File: src/rtl/axi_soc_pkg.sv
// Shared types and constants for the AXI read-side blocks of the detection SoC.
// Holds the arbiter FSM state type, the AXI widths and the grant-index width helper.
package axi_soc_pkg;

    typedef enum logic [1:0] {
        IDLE = 2'd0,
        ADDR = 2'd1,
        DATA = 2'd2
    } state_t;

    localparam int AXI_ADDR_W = 32;
    localparam int AXI_LEN_W  = 8;
    localparam int MAX_REQ    = 8;

    function automatic int gnt_idx_w(input int n);
        return (n > 1) ? $clog2(n) : 1;
    endfunction

    localparam int GNT_IDX_W_MAX = gnt_idx_w(MAX_REQ);

endpackage

File: src/rtl/rr_arbiter.sv
// Combinational round-robin pick: first asserted request at or above i_rr_ptr, with wrap.
// Produces a one-hot grant, an any-request flag and the binary index of the winner.
module rr_arbiter
    import axi_soc_pkg::*;
#(
    parameter int NUM_REQ = 4,
    parameter int IDX_W   = gnt_idx_w(NUM_REQ)
) (
    input  logic [NUM_REQ-1:0] i_req,
    input  logic [IDX_W-1:0]   i_rr_ptr,
    output logic [NUM_REQ-1:0] o_grant,
    output logic               o_any_req,
    output logic [IDX_W-1:0]   o_index
);

    int unsigned      w_cand;
    logic [IDX_W-1:0] w_cand_idx;

    always_comb begin
        o_grant    = '0;
        o_any_req  = 1'b0;
        o_index    = '0;
        w_cand     = 0;
        w_cand_idx = '0;
        for (int unsigned off = 0; off < NUM_REQ; off++) begin
            w_cand     = (32'(i_rr_ptr) + off) % NUM_REQ;
            w_cand_idx = IDX_W'(w_cand);
            if (!o_any_req && i_req[w_cand_idx]) begin
                o_any_req           = 1'b1;
                o_grant[w_cand_idx] = 1'b1;
                o_index             = w_cand_idx;
            end
        end
    end

endmodule

File: src/rtl/axi_read_arbiter.sv
// Shares one AXI4 read master (AR/R) between NUM_REQ requesters, one burst at a time.
// Round-robin grant in IDLE, AR handshake in ADDR, R beats routed to the owner in DATA until RLAST.
module axi_read_arbiter
    import axi_soc_pkg::*;
#(
    parameter int  NUM_REQ = 4,
    parameter int  ADDR_W  = AXI_ADDR_W,
    parameter int  DATA_W  = 32,
    localparam int IDX_W   = gnt_idx_w(NUM_REQ)
) (
    input  logic                       ACLK,
    input  logic                       ARESET,
    input  logic [NUM_REQ-1:0]         req_valid,
    output logic [NUM_REQ-1:0]         req_ready,
    input  logic [NUM_REQ*ADDR_W-1:0]  req_addr,
    input  logic [NUM_REQ*AXI_LEN_W-1:0] req_len,
    output logic [NUM_REQ-1:0]         rsp_valid,
    input  logic [NUM_REQ-1:0]         rsp_ready,
    output logic [DATA_W-1:0]          rsp_data,
    output logic                       rsp_last,
    output logic [ADDR_W-1:0]          ARADDR,
    output logic [AXI_LEN_W-1:0]       ARLEN,
    output logic                       ARVALID,
    input  logic                       ARREADY,
    input  logic [DATA_W-1:0]          RDATA,
    input  logic                       RVALID,
    output logic                       RREADY,
    input  logic                       RLAST,
    output logic                       busy,
    output logic [IDX_W-1:0]           grant_id,
    output logic                       len_err
);

    state_t                 r_state;
    state_t                 w_next_state;
    logic [ADDR_W-1:0]      r_araddr;
    logic [AXI_LEN_W-1:0]   r_arlen;
    logic                   r_arvalid;
    logic [IDX_W-1:0]       r_grant_id;
    logic [IDX_W-1:0]       r_rr_ptr;
    logic [AXI_LEN_W-1:0]   r_beat_cnt;
    logic                   r_len_err;

    logic [NUM_REQ-1:0]     w_win_onehot;
    logic                   w_any_req;
    logic [IDX_W-1:0]       w_win_idx;
    logic [ADDR_W-1:0]      w_sel_addr;
    logic [AXI_LEN_W-1:0]   w_sel_len;
    logic                   w_accept;
    logic                   w_ar_hs;
    logic                   w_beat;

    rr_arbiter #(
        .NUM_REQ (NUM_REQ),
        .IDX_W   (IDX_W)
    ) u_rr_arbiter (
        .i_req     (req_valid),
        .i_rr_ptr  (r_rr_ptr),
        .o_grant   (w_win_onehot),
        .o_any_req (w_any_req),
        .o_index   (w_win_idx)
    );

    always_comb begin
        w_sel_addr = '0;
        w_sel_len  = '0;
        for (int unsigned i = 0; i < NUM_REQ; i++) begin
            if (w_win_idx == IDX_W'(i)) begin
                w_sel_addr = req_addr[i*ADDR_W +: ADDR_W];
                w_sel_len  = req_len[i*AXI_LEN_W +: AXI_LEN_W];
            end
        end
    end

    assign w_accept = (r_state == IDLE) && w_any_req;
    assign w_ar_hs  = r_arvalid && ARREADY;
    assign w_beat   = RREADY && RVALID;

    always_ff @(posedge ACLK) begin
        if (ARESET) begin
            r_state <= IDLE;
        end else begin
            r_state <= w_next_state;
        end
    end

    always_comb begin
        w_next_state = r_state;
        unique case (r_state)
            IDLE:    if (w_any_req)       w_next_state = ADDR;
            ADDR:    if (w_ar_hs)         w_next_state = DATA;
            DATA:    if (w_beat && RLAST) w_next_state = IDLE;
            default:                      w_next_state = IDLE;
        endcase
    end

    always_comb begin
        req_ready = '0;
        rsp_valid = '0;
        RREADY    = 1'b0;
        if (r_state == IDLE) begin
            req_ready = w_win_onehot;
        end
        if (r_state == DATA) begin
            RREADY              = rsp_ready[r_grant_id];
            rsp_valid[r_grant_id] = RVALID;
        end
    end

    always_ff @(posedge ACLK) begin
        if (ARESET) begin
            r_araddr   <= '0;
            r_arlen    <= '0;
            r_arvalid  <= 1'b0;
            r_grant_id <= '0;
            r_rr_ptr   <= '0;
            r_beat_cnt <= '0;
            r_len_err  <= 1'b0;
        end else begin
            if (w_accept) begin
                r_araddr   <= w_sel_addr;
                r_arlen    <= w_sel_len;
                r_arvalid  <= 1'b1;
                r_grant_id <= w_win_idx;
                r_beat_cnt <= '0;
            end else if (w_ar_hs) begin
                r_arvalid <= 1'b0;
            end
            if (w_beat) begin
                r_beat_cnt <= r_beat_cnt + 1'b1;
                // Covers both early RLAST and missing RLAST on the expected final beat.
                if (RLAST != (r_beat_cnt == r_arlen)) begin
                    r_len_err <= 1'b1;
                end
                if (RLAST) begin
                    r_rr_ptr <= (r_grant_id == IDX_W'(NUM_REQ-1)) ? '0 : r_grant_id + 1'b1;
                end
            end
        end
    end

    assign ARADDR   = r_araddr;
    assign ARLEN    = r_arlen;
    assign ARVALID  = r_arvalid;
    assign rsp_data = RDATA;
    assign rsp_last = RLAST;
    assign busy     = (r_state != IDLE);
    assign grant_id = r_grant_id;
    assign len_err  = r_len_err;

endmodule

File: config.mk
export PLATFORM = sky130hd
export DESIGN_NAME = axi_read_arbiter
export DESIGN_NICKNAME = d
export VERILOG_FILES = /design/src/rtl/axi_soc_pkg.sv /design/src/rtl/rr_arbiter.sv /design/src/rtl/axi_read_arbiter.sv
export SDC_FILE = /design/constraint.sdc
export NUM_CORES = 1
export LEC_CHECK = 0
export ABC_CLOCK_PERIOD_IN_PS = 8600
export CORE_MARGIN = 2
export CORE_UTILIZATION = 44
export CTS_BUF_LIST = sky130_fd_sc_hd__clkbuf_8
export DETAILED_ROUTE_END_ITERATION = 7
export GPL_TIMING_DRIVEN = 0
export MAX_ROUTING_LAYER = met4
export PLACE_DENSITY = 0.89
export SLEW_MARGIN = 20
export SYNTH_ARGS = -nofsm -noshare
export SYNTH_HDL_FRONTEND = slang
export SYNTH_SLANG_ARGS = --single-unit
File: constraint.sdc
create_clock -name ACLK -period 8.6 [get_ports ACLK]
set_input_delay 1.72 -clock ACLK [delete_from_list [all_inputs] [get_ports ACLK]]
set_output_delay 1.72 -clock ACLK [all_outputs]
set_load 0.05 [all_outputs]
; ---- Word level (Yosys, flattened, before mapping)
; Index checks and enable logic that the tools add are counted.
[classes]
mux = 52
bitwise_logic = 4
n_eq_ne = 11
add_sub_neg = 5
n_reduce_logical = 23
n_lt_le_gt_ge = 10
[ops]
columns = cell, n
row1 = two-way mux 32 bit, 4
row2 = two-way mux 8 bit, 6
row3 = two-way mux 4 bit, 6
row4 = two-way mux 1 bit, 17
row5 = two-way mux 2 bit, 8
row6 = "less-than comparator 2 x 3 -> 1 bit, second input constant", 5
row7 = logical AND 1 bit, 12
row8 = OR 4 bit, 3
row9 = binary-select mux 1 bit (select 2 bit), 5
row10 = demux 1 bit (select 2 bit), 5
row11 = "greater-or-equal comparator 2 x 1 -> 1 bit, second input constant", 5
row12 = "adder 8 x 1 -> 8 bit, second input constant", 1
row13 = "equality test 2 bit, second input constant", 4
row14 = equality test 8 bit, 1
row15 = "!= test 2 bit, second input constant", 3
row16 = case mux 2 bit (3 select lines), 1
row17 = nonzero test 2 bit, 3
row18 = "adder 2 x 1 -> 2 bit, second input constant", 2
row19 = "adder 2 bit, second input constant", 2
row20 = AND 4 bit, 1
row21 = "equality test 2 x 1 -> 1 bit, second input constant", 2
row22 = logical NOT 2 bit, 2
row23 = AND reduction 2 bit, 2
row24 = logical NOT 1 bit, 3
row25 = 2 further kinds, 2
[totals]
wordCells = 113
ff_bits = 56

; ---- Logic depth before layout (Yosys ltp)
[logic_depth]
ltp_word = 17
mapped_depth = 13
ltp_nobuf = 8

; ---- By module
; From an unflattened synthesis, not the netlist that was laid out.
[unflattened]
cells_unflattened = 414
area_unflattened_um2 = 3937.5
[by_module_without_submodules]
columns = module, instances, cells_each, area_each_um2, seq_area_each_um2
row1 = axi_read_arbiter, 1, 369, 3518.4, 1121.1
row2 = rr_arbiter, 1, 45, 419.2, 0.0

; ---- Worst setup path before layout
; Ideal clock, no wire load.
[synth_timing]
kind = input-to-output
start = input port req_valid[0]
end = output port req_ready[0]
cell_stages = 9
required_ns = 6.880
arrival_ns = 3.965
setup_slack_ns = 2.915
path_buffers = 3
cell_sequence = buf_2 mux4_2 nor2b_1 clkbuf_1 clkbuf_1 a22oi_1 a21oi_1 a21oi_1 nor2_1
[synth_via]
elab_chain_len = 13
elab_cells_between_ends = 25
[synth_rtl]
columns = element, line
row1 = from (decl), axi_read_arbiter.sv:13  ; input logic [NUM_REQ-1:0] req_valid,
row2 = binary-select mux 1 bit (select 2 bit), rr_arbiter.sv:28  ; if (!o_any_req && i_req[w_cand_idx]) begin
row3 = two-way mux 1 bit (implied by the code), rr_arbiter.sv:28
row4 = two-way mux 1 bit, rr_arbiter.sv:28
row5 = logical NOT 1 bit, rr_arbiter.sv:28
row6 = logical AND 1 bit, rr_arbiter.sv:28
row7 = two-way mux 1 bit, rr_arbiter.sv:28
row8 = logical NOT 1 bit, rr_arbiter.sv:28
row9 = logical AND 1 bit, rr_arbiter.sv:28
row10 = two-way mux 1 bit, rr_arbiter.sv:28
row11 = logical NOT 1 bit, rr_arbiter.sv:28
row12 = logical AND 1 bit, rr_arbiter.sv:28
row13 = two-way mux 4 bit (*), rr_arbiter.sv:28
row14 = two-way mux 4 bit (*), axi_read_arbiter.sv:101  ; if (r_state == IDLE) begin
row15 = to (decl), axi_read_arbiter.sv:14  ; output logic [NUM_REQ-1:0] req_ready,
; Every way passes the cells marked *; elsewhere a longest branch is shown, timed or not. The select of a mux whose other input is x is not followed.

; ---- Worst setup path after layout
[layout_timing]
start = input port req_valid[2]
end = output port req_ready[0]
; The elaborated chain is that of the path after synthesis.

==> flow_summary.yaml <==
critical_path:
  crit_arrival_ns: 4.94
  crit_fanout: 10
  critPathRequiredTime_ns: 6.88
  worstReg2RegEnd: "ARADDR[3]$_SDFFE_PP0P_"
  crit_buf_inv: 4
  cpPeakStageDelay_ns: 0.80
  crit_type: "primary input to output port"
  crit_chain: "clkdlybuf4s50_1 > mux4_2 > nor2b_1 > clkbuf_1 > clkbuf_1 > a22oi_1 > a21oi_1 > a21oi_1 > nor2_1 > clkdlybuf4s50_1"
  slowest_stage: "clkdlybuf4s50_1"
  worstSetupStartpointType: "primary input"
  end_kind: "output port"
  reg2reg_depth: 12
  r2r-start: "r_rr_ptr[0]$_SDFFE_PP0P_"
  r2r_slack_ns: 4.65
  critical_path.top_delay_family: "buffers and inverters"
die:
  pin_count: 292
  start_util_pct: 45.12
  die_area_um2: 13220
  die_x_um: 115.0
  core_um2: 12010
  rows: 40
  die_y_um: 115.0
grt:
  track_usage_pct: 30.91
  grt_pass1_wl_mm: 31.62
  grt_max_degree: 20
  overflow: 0
  grt_pass1_vias: 6386
  grt_antenna_before_repair: 0
pwr:
  power.leakage_nw: 3.144
  cell_internal_pwr_mw: 0.5603
  clkPwrFrac_pct: 17.0
  pwr-share-seq_pct: 31.2
  switching_share_pct: 42.49
  vdd_drop_max_mv: 0.06545
  switching_power_mw: 0.4141
  combPwrFrac_pct: 51.8
  fin_total_pwr_mw: 0.9744
  power_density_nw_per_um2: 117.7
timing:
  max_freq_ghz: 0.1501
  finalSetupViolCount: 0
  skew_ns: 0.01497
  period_needed_ns: 6.664
  finalHoldViolCount: 0
  tightest_slew_ns: 0.6561
  slew_headroom_pct: 56.26
  slew_viol_final: 0
  period_share_pct: 77.49
  rsz0062_at_grt: "no"
  setup_tns_ns: 0
cells_and_area:
  final_cell_area_um2: 8280
  nets: 1233
  drive_above_1_share_pct: 10.33
  syn_to_final_growth_pct: 52.77
  antennaDiodeCount: 0
logic_synthesis:
  yosysUniqueCellTypes: 50
  syn_nets: 968
  synth-main-ff-cell: "dfxtp_1"
  synth_cells: 750
  yosysWarnings: 0
  syn-cell-area_um2: 5420
  yosys.area.top_type: "dfxtp_1"
  yosysMostFrequentCell: "nand2_1"
  synthTopCellsByCount: "170 x nand2_1, 97 x nand3_1, 56 x dfxtp_1"
  synth_edf_count: 0
  syn-mean-instance-area_um2: 7.227
  synth_seq_cells: 56
  synth.top_cell.area_share_pct: 20.68
  ys_async_sr_fraction_pct: 0
  yosysSeqAreaShare_pct: 20.68
  synthTopCellsByArea: "dfxtp_1 21%, nand2_1 12%, nand3_1 9.0%"
worst_hold_path:
  holdPathEnd: "ARADDR[5]$_SDFFE_PP0P_"
  min-delay-start: "ARADDR[5]$_SDFFE_PP0P_"
  worstHoldPathCells: 1
  hold_class: "flop to flop"
job:
  cap_violations: 0
clock_network:
  cts_setup_buffers: 0
  cts_sinks: 56
  htree_levels: 2
  cts_tree: "yes"
  cts_root_buf: "clkbuf_8"
  ctsHoldBuffers: 0
  cts_resized: 0
  path_clk_slew_ns: 0.11
  clk_latency_ns: 0.34
  clockBufferDepth: 2
  numCtsBuffers: 5
placed_design:
  gp_congestion: 0.9097
  hpwlAfterDp_mm: 16.38
  portBuffers: 258
  placed_area_um2: 8187
detailed_routing:
  drt_iter0_markers: 652
  dr.pass1.iters: 6
  drt_wl_total_mm: 21.19
  drtAntennaViolNets: 0
  vias_per_cell: 5.882
  routedWlPerCell_um: 18.22
  drc: 0
  vias: 6841
status:
  status: "complete, no violations"
[cell usage in the layout (no fill, tap or decap), types with 3 or more instances in the layout]
cell type / Yosys / final
nand2b_1: 5 / 5
a221oi_1: 3 / 3
or3_1: 3 / 3
nor2_1: 30 / 30
ha_1: 13 / 13
mux2i_1: 22 / 22
mux4_2: 3 / 3
a21o_1: 33 / 33
a22oi_2: 30 / 30
nand3_1: 97 / 97
and2_1: 9 / 9
nand2_1: 170 / 170
clkdlybuf4s50_1: 0 / 258
mux2_2: 7 / 7
a32o_1: 34 / 34
inv_1: 6 / 6
clkbuf_8: 0 / 5
nor2b_1: 5 / 5
a21oi_1: 27 / 27
o21ai_0: 7 / 7
a22oi_1: 6 / 6
buf_2: 13 / 13
a211oi_1: 4 / 4
a31oi_1: 31 / 31
buf_1: 6 / 6
buf_6: 6 / 6
clkbuf_1: 43 / 43
dfxtp_1: 56 / 56
nand4_1: 3 / 3
nor3_1: 7 / 7
buf_4: 33 / 33
nand3b_1: 6 / 6
xor2_1: 9 / 9
[sequential cells by signal (all words and copies together), names as in the netlist]
| signal | flops |
|---|---|
| ARADDR | 32 |
| ARLEN | 8 |
| ARVALID | 1 |
| grant_id | 2 |
| len_err | 1 |
| r_beat_cnt | 8 |
| r_rr_ptr | 2 |
| r_state | 2 |
[cell type report]
type / instances / area [um2]
fillers: 1007 / 3731
multi-input cells: 586 / 3709
repair buffers: 258 / 2582
flip-flops and latches: 56 / 1121
plain buffers: 101 / 564.3
well taps: 147 / 183.9
clock buffers: 5 / 68.82
inverters: 7 / 26.28
clock inverters: 3 / 25.02
[worst max-delay path by stage]
stage / cells past startpoint / start / slack (ns) / end
after CTS: 10 / req_valid[2] / 1.96 / req_ready[1]
after floorplan: 9 / req_valid[0] / 2.92 / req_ready[0]
after global routing: 10 / req_valid[2] / 1.74 / req_ready[1]
after detailed placement: 10 / req_valid[2] / 1.97 / req_ready[1]
final: 10 / req_valid[2] / 1.94 / req_ready[0]
after global placement: 10 / req_valid[2] / 2.00 / req_ready[1]
[metal layers]
layer  up-vias  share of wire, %  GRT usage (%)
met1      3121                38          36.92
met4         0               3.0          10.20
li1       3210                 -              -
met5         -                 0              -
met2       454                48          52.35
met3        56                11          5.851
[power by group through the flow]
stage	registers (mW)	clock network [mW]	logic, mW
floorplan	0.387	0	0.212
global placement	0.309	0	0.495
detailed placement	0.309	0	0.500
CTS	0.304	0.167	0.502
global route	0.306	0.176	0.533
finish	0.304	0.165	0.505
[metrics by stage]
step / util (%) / cells / hold WS (ns) / setup slack, ns
final: 68.94 / 1163 / 0.4834 / 1.936
after detailed placement: 68.16 / 1155 / 0.4573 / 1.970
after CTS: 68.94 / 1163 / 0.4851 / 1.961
after global routing: 68.94 / 1163 / 0.5062 / 1.737
after global placement: 68.16 / 1155 / 0.4505 / 1.997
after floorplan: - / 750 / 0.4833 / 2.915
[kinds of logic after synthesis]
family	after synthesis	share of synthesized area, %
AO/OA/AOI/OAI	188	28.46
flip-flops	56	20.68
multiplexers	33	7.179
adder cells (fa/ha/maj)	13	3.001
buffers and inverters	108	10.90
AND/OR/NAND/NOR	341	28.00
XOR/XNOR	11	1.778
Note: power is estimated with default switching activity, not from simulation.
